$ cat src/rtl/video_timing_ctrl.sv
// video_timing_ctrl: raster timing sequencer for the display path.
// A horizontal and a vertical phase FSM (VISIBLE, FRONT, SYNC, BACK), each with
// a phase-local down-counter, walk the position (h,v) over the full raster.
// All outputs are registered from the next-state values, so they always describe
// the position reached at the most recent advancing edge with no added latency.
// Optional feature: define VIDEO_TIMING_FRAME_COUNT_EN to add an 8-bit
// frame_count output that counts frame_start pulses (wraps 255->0).
// Every timing parameter must be >= 1, and H_TOTAL / V_TOTAL must fit in
// X_BITS / Y_BITS respectively.

module video_timing_ctrl #(
  parameter int H_VISIBLE       = 640,
  parameter int H_FRONT         = 16,
  parameter int H_SYNC          = 96,
  parameter int H_BACK          = 48,
  parameter int V_VISIBLE       = 480,
  parameter int V_FRONT         = 10,
  parameter int V_SYNC          = 2,
  parameter int V_BACK          = 33,
  parameter int X_BITS          = 10,
  parameter int Y_BITS          = 10,
  parameter int SYNC_ACTIVE_LOW = 1
) (
  input  logic              clk,
  input  logic              rst,
  input  logic              pix_en,
  input  logic              resync,
  output logic              hsync,
  output logic              vsync,
  output logic              visible,
  output logic [X_BITS-1:0] x,
  output logic [Y_BITS-1:0] y,
  output logic              line_start,
  output logic              frame_start,
  output logic              vblank_start
`ifdef VIDEO_TIMING_FRAME_COUNT_EN
  ,
  output logic [7:0]        frame_count
`endif
);

  localparam int H_TOTAL = H_VISIBLE + H_FRONT + H_SYNC + H_BACK;
  localparam int V_TOTAL = V_VISIBLE + V_FRONT + V_SYNC + V_BACK;

  // The idle/pre-frame position is the very last pixel of the raster, so the
  // first advancing edge lands exactly on (0,0).
  localparam logic [X_BITS-1:0] H_LAST = X_BITS'(H_TOTAL - 1);
  localparam logic [Y_BITS-1:0] V_LAST = Y_BITS'(V_TOTAL - 1);

  // Pin levels for asserted / deasserted sync.
  localparam logic SYNC_ON  = (SYNC_ACTIVE_LOW != 0) ? 1'b0 : 1'b1;
  localparam logic SYNC_OFF = ~SYNC_ON;

  typedef enum logic [1:0] {
    PH_VISIBLE = 2'd0,
    PH_FRONT   = 2'd1,
    PH_SYNC    = 2'd2,
    PH_BACK    = 2'd3
  } phase_t;

  // Phase order shared by both axes.
  function automatic phase_t next_phase(input phase_t p);
    phase_t n;
    case (p)
      PH_VISIBLE: n = PH_FRONT;
      PH_FRONT:   n = PH_SYNC;
      PH_SYNC:    n = PH_BACK;
      default:    n = PH_VISIBLE;
    endcase
    return n;
  endfunction

  // Down-counter load value for a horizontal phase: its length minus one.
  function automatic logic [X_BITS-1:0] h_len_m1(input phase_t p);
    logic [X_BITS-1:0] n;
    case (p)
      PH_VISIBLE: n = X_BITS'(H_VISIBLE - 1);
      PH_FRONT:   n = X_BITS'(H_FRONT - 1);
      PH_SYNC:    n = X_BITS'(H_SYNC - 1);
      default:    n = X_BITS'(H_BACK - 1);
    endcase
    return n;
  endfunction

  // Down-counter load value for a vertical phase: its length minus one.
  function automatic logic [Y_BITS-1:0] v_len_m1(input phase_t p);
    logic [Y_BITS-1:0] n;
    case (p)
      PH_VISIBLE: n = Y_BITS'(V_VISIBLE - 1);
      PH_FRONT:   n = Y_BITS'(V_FRONT - 1);
      PH_SYNC:    n = Y_BITS'(V_SYNC - 1);
      default:    n = Y_BITS'(V_BACK - 1);
    endcase
    return n;
  endfunction

  // Current state.
  phase_t            h_phase;
  phase_t            v_phase;
  logic [X_BITS-1:0] h_pos;
  logic [Y_BITS-1:0] v_pos;
  logic [X_BITS-1:0] h_cnt;
  logic [Y_BITS-1:0] v_cnt;

  // Next state.
  phase_t            h_phase_n;
  phase_t            v_phase_n;
  logic [X_BITS-1:0] h_pos_n;
  logic [Y_BITS-1:0] v_pos_n;
  logic [X_BITS-1:0] h_cnt_n;
  logic [Y_BITS-1:0] v_cnt_n;

  // Events produced by the advancing edge.
  logic line_wrap;
  logic frame_wrap;
  logic vblank_hit;

  // Next output values.
  logic              hsync_n;
  logic              vsync_n;
  logic              visible_n;
  logic [X_BITS-1:0] x_n;
  logic [Y_BITS-1:0] y_n;

  // Horizontal FSM: step one pixel per pix_en edge, change phase when the
  // phase-local counter has consumed the phase's last pixel.
  always_comb begin
    h_phase_n = h_phase;
    h_pos_n   = h_pos;
    h_cnt_n   = h_cnt;
    line_wrap = 1'b0;
    if (resync) begin
      h_phase_n = PH_BACK;
      h_pos_n   = H_LAST;
      h_cnt_n   = '0;
    end else if (pix_en) begin
      if (h_cnt == '0) begin
        h_phase_n = next_phase(h_phase);
        h_cnt_n   = h_len_m1(next_phase(h_phase));
        if (h_phase == PH_BACK) begin
          h_pos_n   = '0;
          line_wrap = 1'b1;
        end else begin
          h_pos_n = h_pos + X_BITS'(1);
        end
      end else begin
        h_cnt_n = h_cnt - X_BITS'(1);
        h_pos_n = h_pos + X_BITS'(1);
      end
    end
  end

  // Vertical FSM: identical phase walk, stepped once per horizontal wrap.
  always_comb begin
    v_phase_n  = v_phase;
    v_pos_n    = v_pos;
    v_cnt_n    = v_cnt;
    frame_wrap = 1'b0;
    vblank_hit = 1'b0;
    if (resync) begin
      v_phase_n = PH_BACK;
      v_pos_n   = V_LAST;
      v_cnt_n   = '0;
    end else if (line_wrap) begin
      if (v_cnt == '0) begin
        v_phase_n = next_phase(v_phase);
        v_cnt_n   = v_len_m1(next_phase(v_phase));
        if (v_phase == PH_BACK) begin
          v_pos_n    = '0;
          frame_wrap = 1'b1;
        end else begin
          v_pos_n = v_pos + Y_BITS'(1);
        end
        if (v_phase == PH_VISIBLE) begin
          vblank_hit = 1'b1;
        end
      end else begin
        v_cnt_n = v_cnt - Y_BITS'(1);
        v_pos_n = v_pos + Y_BITS'(1);
      end
    end
  end

  // Decode the next-state phases into the pin values for the next position.
  always_comb begin
    visible_n = (h_phase_n == PH_VISIBLE) && (v_phase_n == PH_VISIBLE);
    hsync_n   = (h_phase_n == PH_SYNC) ? SYNC_ON : SYNC_OFF;
    vsync_n   = (v_phase_n == PH_SYNC) ? SYNC_ON : SYNC_OFF;
    x_n       = visible_n ? h_pos_n : '0;
    y_n       = visible_n ? v_pos_n : '0;
  end

  // State register for both FSMs and their counters.
  always_ff @(posedge clk or posedge rst) begin
    if (rst) begin
      h_phase <= PH_BACK;
      v_phase <= PH_BACK;
      h_pos   <= H_LAST;
      v_pos   <= V_LAST;
      h_cnt   <= '0;
      v_cnt   <= '0;
    end else begin
      h_phase <= h_phase_n;
      v_phase <= v_phase_n;
      h_pos   <= h_pos_n;
      v_pos   <= v_pos_n;
      h_cnt   <= h_cnt_n;
      v_cnt   <= v_cnt_n;
    end
  end

  // Output register; strobes only live for the single clk after an advance.
  always_ff @(posedge clk or posedge rst) begin
    if (rst) begin
      hsync        <= SYNC_OFF;
      vsync        <= SYNC_OFF;
      visible      <= 1'b0;
      x            <= '0;
      y            <= '0;
      line_start   <= 1'b0;
      frame_start  <= 1'b0;
      vblank_start <= 1'b0;
    end else begin
      hsync        <= hsync_n;
      vsync        <= vsync_n;
      visible      <= visible_n;
      x            <= x_n;
      y            <= y_n;
      line_start   <= line_wrap;
      frame_start  <= frame_wrap;
      vblank_start <= vblank_hit;
    end
  end

`ifdef VIDEO_TIMING_FRAME_COUNT_EN
  // Count frame starts; survives resync, cleared only by rst.
  always_ff @(posedge clk or posedge rst) begin
    if (rst) begin
      frame_count <= 8'd0;
    end else if (frame_wrap) begin
      frame_count <= frame_count + 8'd1;
    end
  end
`else
  // No frame counter in this build.
`endif

endmodule

$ cat config.mk
export PLATFORM = sky130hd
export DESIGN_NAME = video_timing_ctrl
export DESIGN_NICKNAME = d
export VERILOG_FILES = /design/src/rtl/video_timing_ctrl.sv
export SDC_FILE = /design/constraint.sdc
export NUM_CORES = 1
export LEC_CHECK = 0
export ABC_AREA = 1
export BUFFER_PORTS_ARGS = -buffer_cell sky130_fd_sc_hd__buf_2
export CORE_UTILIZATION = 55
export CTS_BUF_LIST = sky130_fd_sc_hd__clkbuf_2 sky130_fd_sc_hd__clkbuf_4 sky130_fd_sc_hd__clkbuf_8
export DETAILED_ROUTE_END_ITERATION = 10
export PLACE_DENSITY = 0.83
export SYNTH_ARGS = -nofsm -noshare
export SYNTH_HDL_FRONTEND = slang
export SYNTH_SLANG_ARGS = --single-unit
$ cat constraint.sdc
create_clock -name clk -period 2.04 [get_ports clk]
set_input_delay 0.102 -clock clk [delete_from_list [all_inputs] [get_ports clk]]
set_output_delay 0.102 -clock clk [all_outputs]
set_load 0.05 [all_outputs]
==> metrics.txt, run 1 <==
worst hold path type in -> reg; Final Power 6.323 mW; Distinct cells, synth 38; reg-to-reg slack, setup 0.05 ns; Final Util 67.76%; R2R cell count 13; Logic pwr share 49.1%; most frequent cells in the layout 86 x nand2_1, 72 x inv_1, 54 x dfrtp_1; #FFs+latches synth 70; GPL Wtd Cong 0.9258; WL per Instance 14.86 microns; Crit. End Element flop; post-DP HPWL 5799 microns; largest net degree at the start of global routing 49; Hold Vio Cnt, Final 0; Pwr Density 1381 nW/um^2; f_max 503.6 MHz; most common cell after layout, fill and taps aside nand2_1; Initial Utilization 56.83%; fin nets 541; worst reg2reg path startpoint v_cnt[0]; cts bufs inserted 9; root buffer cell clkbuf_8; Worst Hold Endpoint v_pos[9]; Vias 3292; drt drc 0; Final ANT Viol Nets 0; final setup violation count 0; row count 30; gr ovfl total 0; Max VDD drop 0.8501 mV; die area 7320 sq um; Worst Skew 0.007101 ns; post-synth top area share 35.19%; sequential share of the synthesized area 46.14%; Cell Int Power 3.565 mW; worst slew pin tran 0.5075 ns; Final period util 97.34%; DRT Pass-1 Iters 5; post-synth top area cell dfrtp_1; gr usage total 23.46%; mapped cell area 3840 sq um; mean number of vias per cell 5.406; top cells by area, synth dfrtp_1 35%, dfstp_2 11%, nand2_1 8.6%, inv_1 7.3%, nor2_1 4.4%; Seq pwr share 30.5%; initial antenna violation count 0; critical path class reg -> reg; clock power share 20.4%; CP Data Arrival Time 2.22 ns; proportion of layout cells with a drive suffix above 1 26.84%; Starting DRT DRC Count 181; switching share of power 43.62%; RR Endpoint y[9]; Final Critical Period 1.986 ns; Chip Height 85.56 microns; Final Slew Violations 0; die width 85.56 microns; CORE AREA 6756 sq um; Worst Path Required 2.28 ns; Filler cells 472; syn_area_per_cell 8.258 sq um; CP Launch Type flop; met2 wire len 4607 microns; hold_sp resync; Post-Route Setup TNS 0 ns; CTS tree done; uppermost layer routed met4; dpl cells 578; H-tree levels 3; number of port buffers 29; WL met3 479 microns; Post-Synthesis Cells 465; WL met1 3730 microns; leakage power 2.509 nW; I/O pins 30; vias in the first global route 3033; Hold Path Stages 3; maximum fanout along the worst path 11; Max-cap violations 0; outcome completed; WL final 9050 microns; pre-CTS WS 0.05665 ns; final worst slack 0.05427 ns; Skew-Pair Late Insertion Delay 0.35 ns; Synth warnings 0; clock buffer depth 2; Finished Layout Cells 609; Mapped Nets 482; Reg clk slew, reported paths 0.08 ns; Sink Count 70; # diodes 0; Slew Limit Headroom 66.12%; Net Sw Power 2.758 mW; area grow syn2layout 19.22%; global-route wire length before repair 13540 microns
==> state kept, by name (all words and copies together) (netlist names), 2 cells and up <==
name	count
y	10
v_pos	10
x	10
h_phase	2
v_phase	2
h_pos	10
v_cnt	10
h_cnt	10
==> how the worst max path moves through the flow <==
stage	startpoint	end	cells past startpoint
2_1_floorplan	rst	frame_start	1
3_3_place_gp	v_cnt[0]	v_cnt[2]	11
3_5_place_dp	v_cnt[0]	v_cnt[2]	11
4_1_cts	v_cnt[0]	v_cnt[2]	11
5_1_grt	v_cnt[1]	y[9]	13
6_report	v_cnt[0]	y[9]	13
==> area by class of cell <==
type                       instances  area (sq um)  share of cell area, %
clock buffer                      11         151.4                  3.307
clock inverter                     5         81.33                  1.776
inverter                          81         306.5                  6.696
multi-input combinational        306          1758                  38.40
sequential                        70          1772                  38.70
tap                               80         100.1                  2.186
timing repair buffer              56         409.1                  8.937
==> per-layer routing <==
metal | up-vias | track usage (%)
met5 | - | 0
met3 | 27 | 6.064
met2 | 103 | 41.09
li1 | 1592 | -
met4 | 0 | 6.667
met1 | 1570 | 28.72
==> power by group through the flow <==
| stage | registers [mW] | logic, mW | clock network [mW] |
|---|---|---|---|
| CTS | 1.92 | 2.68 | 1.29 |
| finish | 1.93 | 3.10 | 1.29 |
| detailed placement | 1.94 | 2.64 | 0 |
| floorplan | 1.94 | 2.03 | 0 |
| global route | 1.96 | 3.42 | 1.35 |
| global placement | 1.93 | 2.57 | 0 |
==> stage by stage <==
| step | instance area [sq um] | hold slack [ns] |
|---|---|---|
| 3_3_place_gp | 4141 | 0.1570 |
| 2_1_floorplan | 3840 | 0.2069 |
| 6_report | 4578 | 0.1484 |
| 5_1_grt | 4578 | 0.1527 |
| 4_1_cts | 4384 | 0.1468 |
| 3_5_place_dp | 4141 | 0.1588 |
==> Yosys cell counts <==
| cell type | number |
|---|---|
| o221ai_1 | 1 |
| nand3_1 | 29 |
| clkinv_2 | 1 |
| o22ai_1 | 9 |
| o21ai_1 | 1 |
| clkbuf_1 | 2 |
| inv_1 | 75 |
| o211ai_1 | 3 |
| nand4_1 | 11 |
| a21oi_1 | 7 |
| and3_1 | 1 |
| nand3_2 | 3 |
| dfrtp_1 | 54 |
| nand2_1 | 88 |
| o21bai_1 | 5 |
| nor2_4 | 2 |
| nand2_2 | 4 |
| a21o_1 | 1 |
| ha_1 | 13 |
| a22o_1 | 1 |
| nor3_1 | 13 |
| buf_2 | 2 |
| nor4_1 | 1 |
| buf_4 | 1 |
| xor2_1 | 13 |
| xnor2_1 | 2 |
| nand4_4 | 1 |
| buf_6 | 3 |
| nor2_8 | 2 |
| o21ai_0 | 22 |
| nor2_1 | 45 |
| nand3_4 | 1 |
| dfstp_2 | 16 |
| inv_2 | 5 |
| o2111ai_1 | 1 |
| or2_2 | 2 |
| a31oi_1 | 1 |
| nor2_2 | 23 |
==> kinds of logic after synthesis <==
group | Yosys count | synth area share [%]
flops | 70 | 46.14
xor+xnor | 15 | 3.421
compound gates | 52 | 7.983
buf+inv | 89 | 9.482
simple gates | 226 | 28.74
fa+ha+maj | 13 | 4.236
==> critical path, cell delays in order (launching register included) <==
cell and delay (ns):
dfrtp_1 0.36, inv_1 0.08, ha_2 0.19, inv_1 0.05, nor2_2 0.08, nand3_2 0.14
nor2_4 0.21, buf_4 0.15, nand2_1 0.06, nand3_1 0.10, nand2_2 0.08, nand3_4 0.14
buf_12 0.17, nor2_1 0.06
==> timing repair <==
item,in CTS,in global routing
endpoints found under the hold margin,17,0
hold buffers,1,0
setup buffers,0,12
endpoints found under the setup margin,0,28
gates resized for setup,0,16
Power figures use the tool's default switching activity.
==> inputs of run 2 (changes only) <==
- CELL_PAD_IN_SITES_DETAIL_PLACEMENT: not set -> 0
- CELL_PAD_IN_SITES_GLOBAL_PLACEMENT: not set -> 2
- CORE_UTILIZATION: 55 -> 38
- PLACE_DENSITY: 0.83 -> 0.92
- SLEW_MARGIN: not set -> 40
==> metrics.txt, run 2 (synthesis gave the netlist of run 1 again) <==
Slew Limit Headroom 62.28% (-3.8 points); crit path from v_cnt[0]; Hold Path Stages 3 (unchanged); Sink Count 70 (unchanged); I/O pins 30 (unchanged); mean number of vias per cell 4.736 (-12%); Worst Skew 0.01209 ns (+0.004989 ns); Final period util 96.90% (-0.44 points); Worst Path Required 2.33 ns (+0.05 ns); GPL Wtd Cong 0.8000 (-14%); worst slew pin tran 0.5650 ns (+0.05746 ns); outcome completed; Worst Hold Endpoint v_pos[9]; area grow syn2layout 21.02%; die area 10510 sq um (+44%); CP Data Arrival Time 2.26 ns (+0.04 ns); leakage power 2.518 nW (+0.35%); Final Critical Period 1.977 ns (-0.008893 ns); Filler cells 972 (+110%); reg-to-reg slack, setup 0.06 ns (about the same); cts bufs inserted 9 (unchanged); clock buffer depth 2 (unchanged); Worst path max stage delay 0.39 ns (+0.03 ns); root buffer cell clkbuf_8; Initial Utilization 39.29% (-18 points); master of the slowest instance on the critical path dfrtp_1; worst hold path type in -> reg; Seq pwr share 30.3% (-0.2 points); largest net degree at the start of global routing 30 (-39%); Cell Int Power 3.625 mW (+1.7%); gr ovfl total 0 (unchanged); Starting DRT DRC Count 114 (-37%); Hold Vio Cnt, Final 0 (unchanged); WL per Instance 13.26 microns (-11%); DRT Pass-1 Iters 4 (-1); Chip Height 102.5 microns (+20%); Post-Route Setup TNS 0 ns (unchanged); # diodes 0 (unchanged); Cell Chain, Critical Path inv_2, ha_4, inv_1, nor2_1, nand3_2, nor2_4, inv_2, nand2_2, nand3_1, nand2_2, nand3_4, clkbuf_16, nor2_2; Reg clk slew, reported paths 0.08 ns (about the same); fin nets 541 (unchanged); switching share of power 42.73% (-0.89 points); H-tree levels 3 (unchanged); clock power share 21.2% (+0.8 points); maximum fanout along the worst path 10 (-1); Max VDD drop 0.7084 mV (-17%); number of port buffers 29 (unchanged); CORE AREA 9774 sq um (+45%); Pwr Density 1362 nW/um^2 (-1.4%); initial antenna violation count 0 (unchanged); gr usage total 18.01% (-5.4 points); Final Util 47.54% (-20 points); Logic pwr share 48.5% (-0.6 points); row count 36 (+20%); WL final 8780 microns (-3.0%); CP Buf/Inv Count 4 (unchanged); Final ANT Viol Nets 0 (unchanged); Net Sw Power 2.704 mW (-1.9%); RR Endpoint x[6]; most common cell after layout, fill and taps aside nand2_1; drt drc 0 (unchanged); f_max 505.9 MHz (+0.45%); cell family contributing the most delay on the critical path simple AND/OR/NAND/NOR gates; final setup violation count 0 (unchanged); Crit. End Element flop; Skew-Pair Late Insertion Delay 0.36 ns (about the same); CP Launch Type flop; R2R cell count 13 (unchanged); hold_sp resync; vias in the first global route 2932 (-3.3%); most frequent cells in the layout 85 x nand2_1, 71 x inv_1, 54 x dfrtp_1; post-DP HPWL 6155 microns (+6.1%); die width 102.5 microns (+20%); worst reg2reg path startpoint v_cnt[0]; global-route wire length before repair 14350 microns (+5.9%); CTS tree done; critical path class reg -> reg; Vias 3135 (-4.8%); Max-cap violations 0 (unchanged); proportion of layout cells with a drive suffix above 1 27.22% (+0.38 points); Final Slew Violations 0 (unchanged)
[run 2: routing by layer]
layer	global-route usage [%]	vias to the layer above	wire length, microns	share of wire, %
met5	0	-	0	0
met4	4.835	0	102	1.2
met3	4.678	10	208	2.4
met2	28.51	33	4025	46
met1	24.49	1495	4443	51
li1	-	1597	-	-
[run 2: power groups by stage]
stage | clock network (mW) | logic [mW] | registers (mW)
3_5_place_dp | 0 | 2.76 | 1.94
5_1_grt | 1.43 | 3.44 | 1.96
6_report | 1.34 | 3.07 | 1.92
3_3_place_gp | 0 | 2.76 | 1.94
2_1_floorplan | 0 | 2.03 | 1.94
4_1_cts | 1.37 | 2.79 | 1.92
[run 2: worst max path at each step]
stage,to,cells past startpoint,slack (ns)
floorplan,frame_start,1,0.20
global placement,v_cnt[2],11,-0.03
detailed placement,v_cnt[2],11,-0.04
CTS,y[5],13,0.03
global route,y[9],13,-0.05
finish,x[6],13,0.06
[run 2: worst register-to-register path: cells and delay by family (launching register included)]
family / cells / cell delay (ns)
fa+ha+maj: 1 / 0.13
simple gates: 8 / 0.97
buf+inv: 4 / 0.41
flops: 1 / 0.39
[run 2: per-stage QoR]
stage	std cells	hold WS (ns)	total power, mW	worst slack (ns)	cell area, sq um
6_report	662	0.09863	6.330	0.06317	4647
5_1_grt	662	0.1138	6.828	-0.04534	4647
4_1_cts	652	0.09385	6.079	0.03385	4493
3_5_place_dp	635	0.2053	4.701	-0.03704	4238
3_3_place_gp	635	0.2061	4.695	-0.02655	4238
2_1_floorplan	465	0.2069	3.974	0.1963	3840
[run 2: layout make-up]
class | instances | area (sq um) | area share [%]
clock buffers | 12 | 165.2 | 3.554
inverters | 81 | 306.5 | 6.597
repair buffers | 56 | 410.4 | 8.831
flip-flops and latches | 70 | 1772 | 38.13
well taps | 133 | 166.4 | 3.581
clock inverters | 4 | 76.32 | 1.642
multi-input cells | 306 | 1750 | 37.67
[run 2: repair_timing]
item	in CTS	in global routing
endpoints found under the hold margin	19	0
resized for setup	1	14
pin swaps	0	2
setup endpoints to repair	2	24
hold buffers	1	0
gates cloned	0	2
buffers inserted	0	8
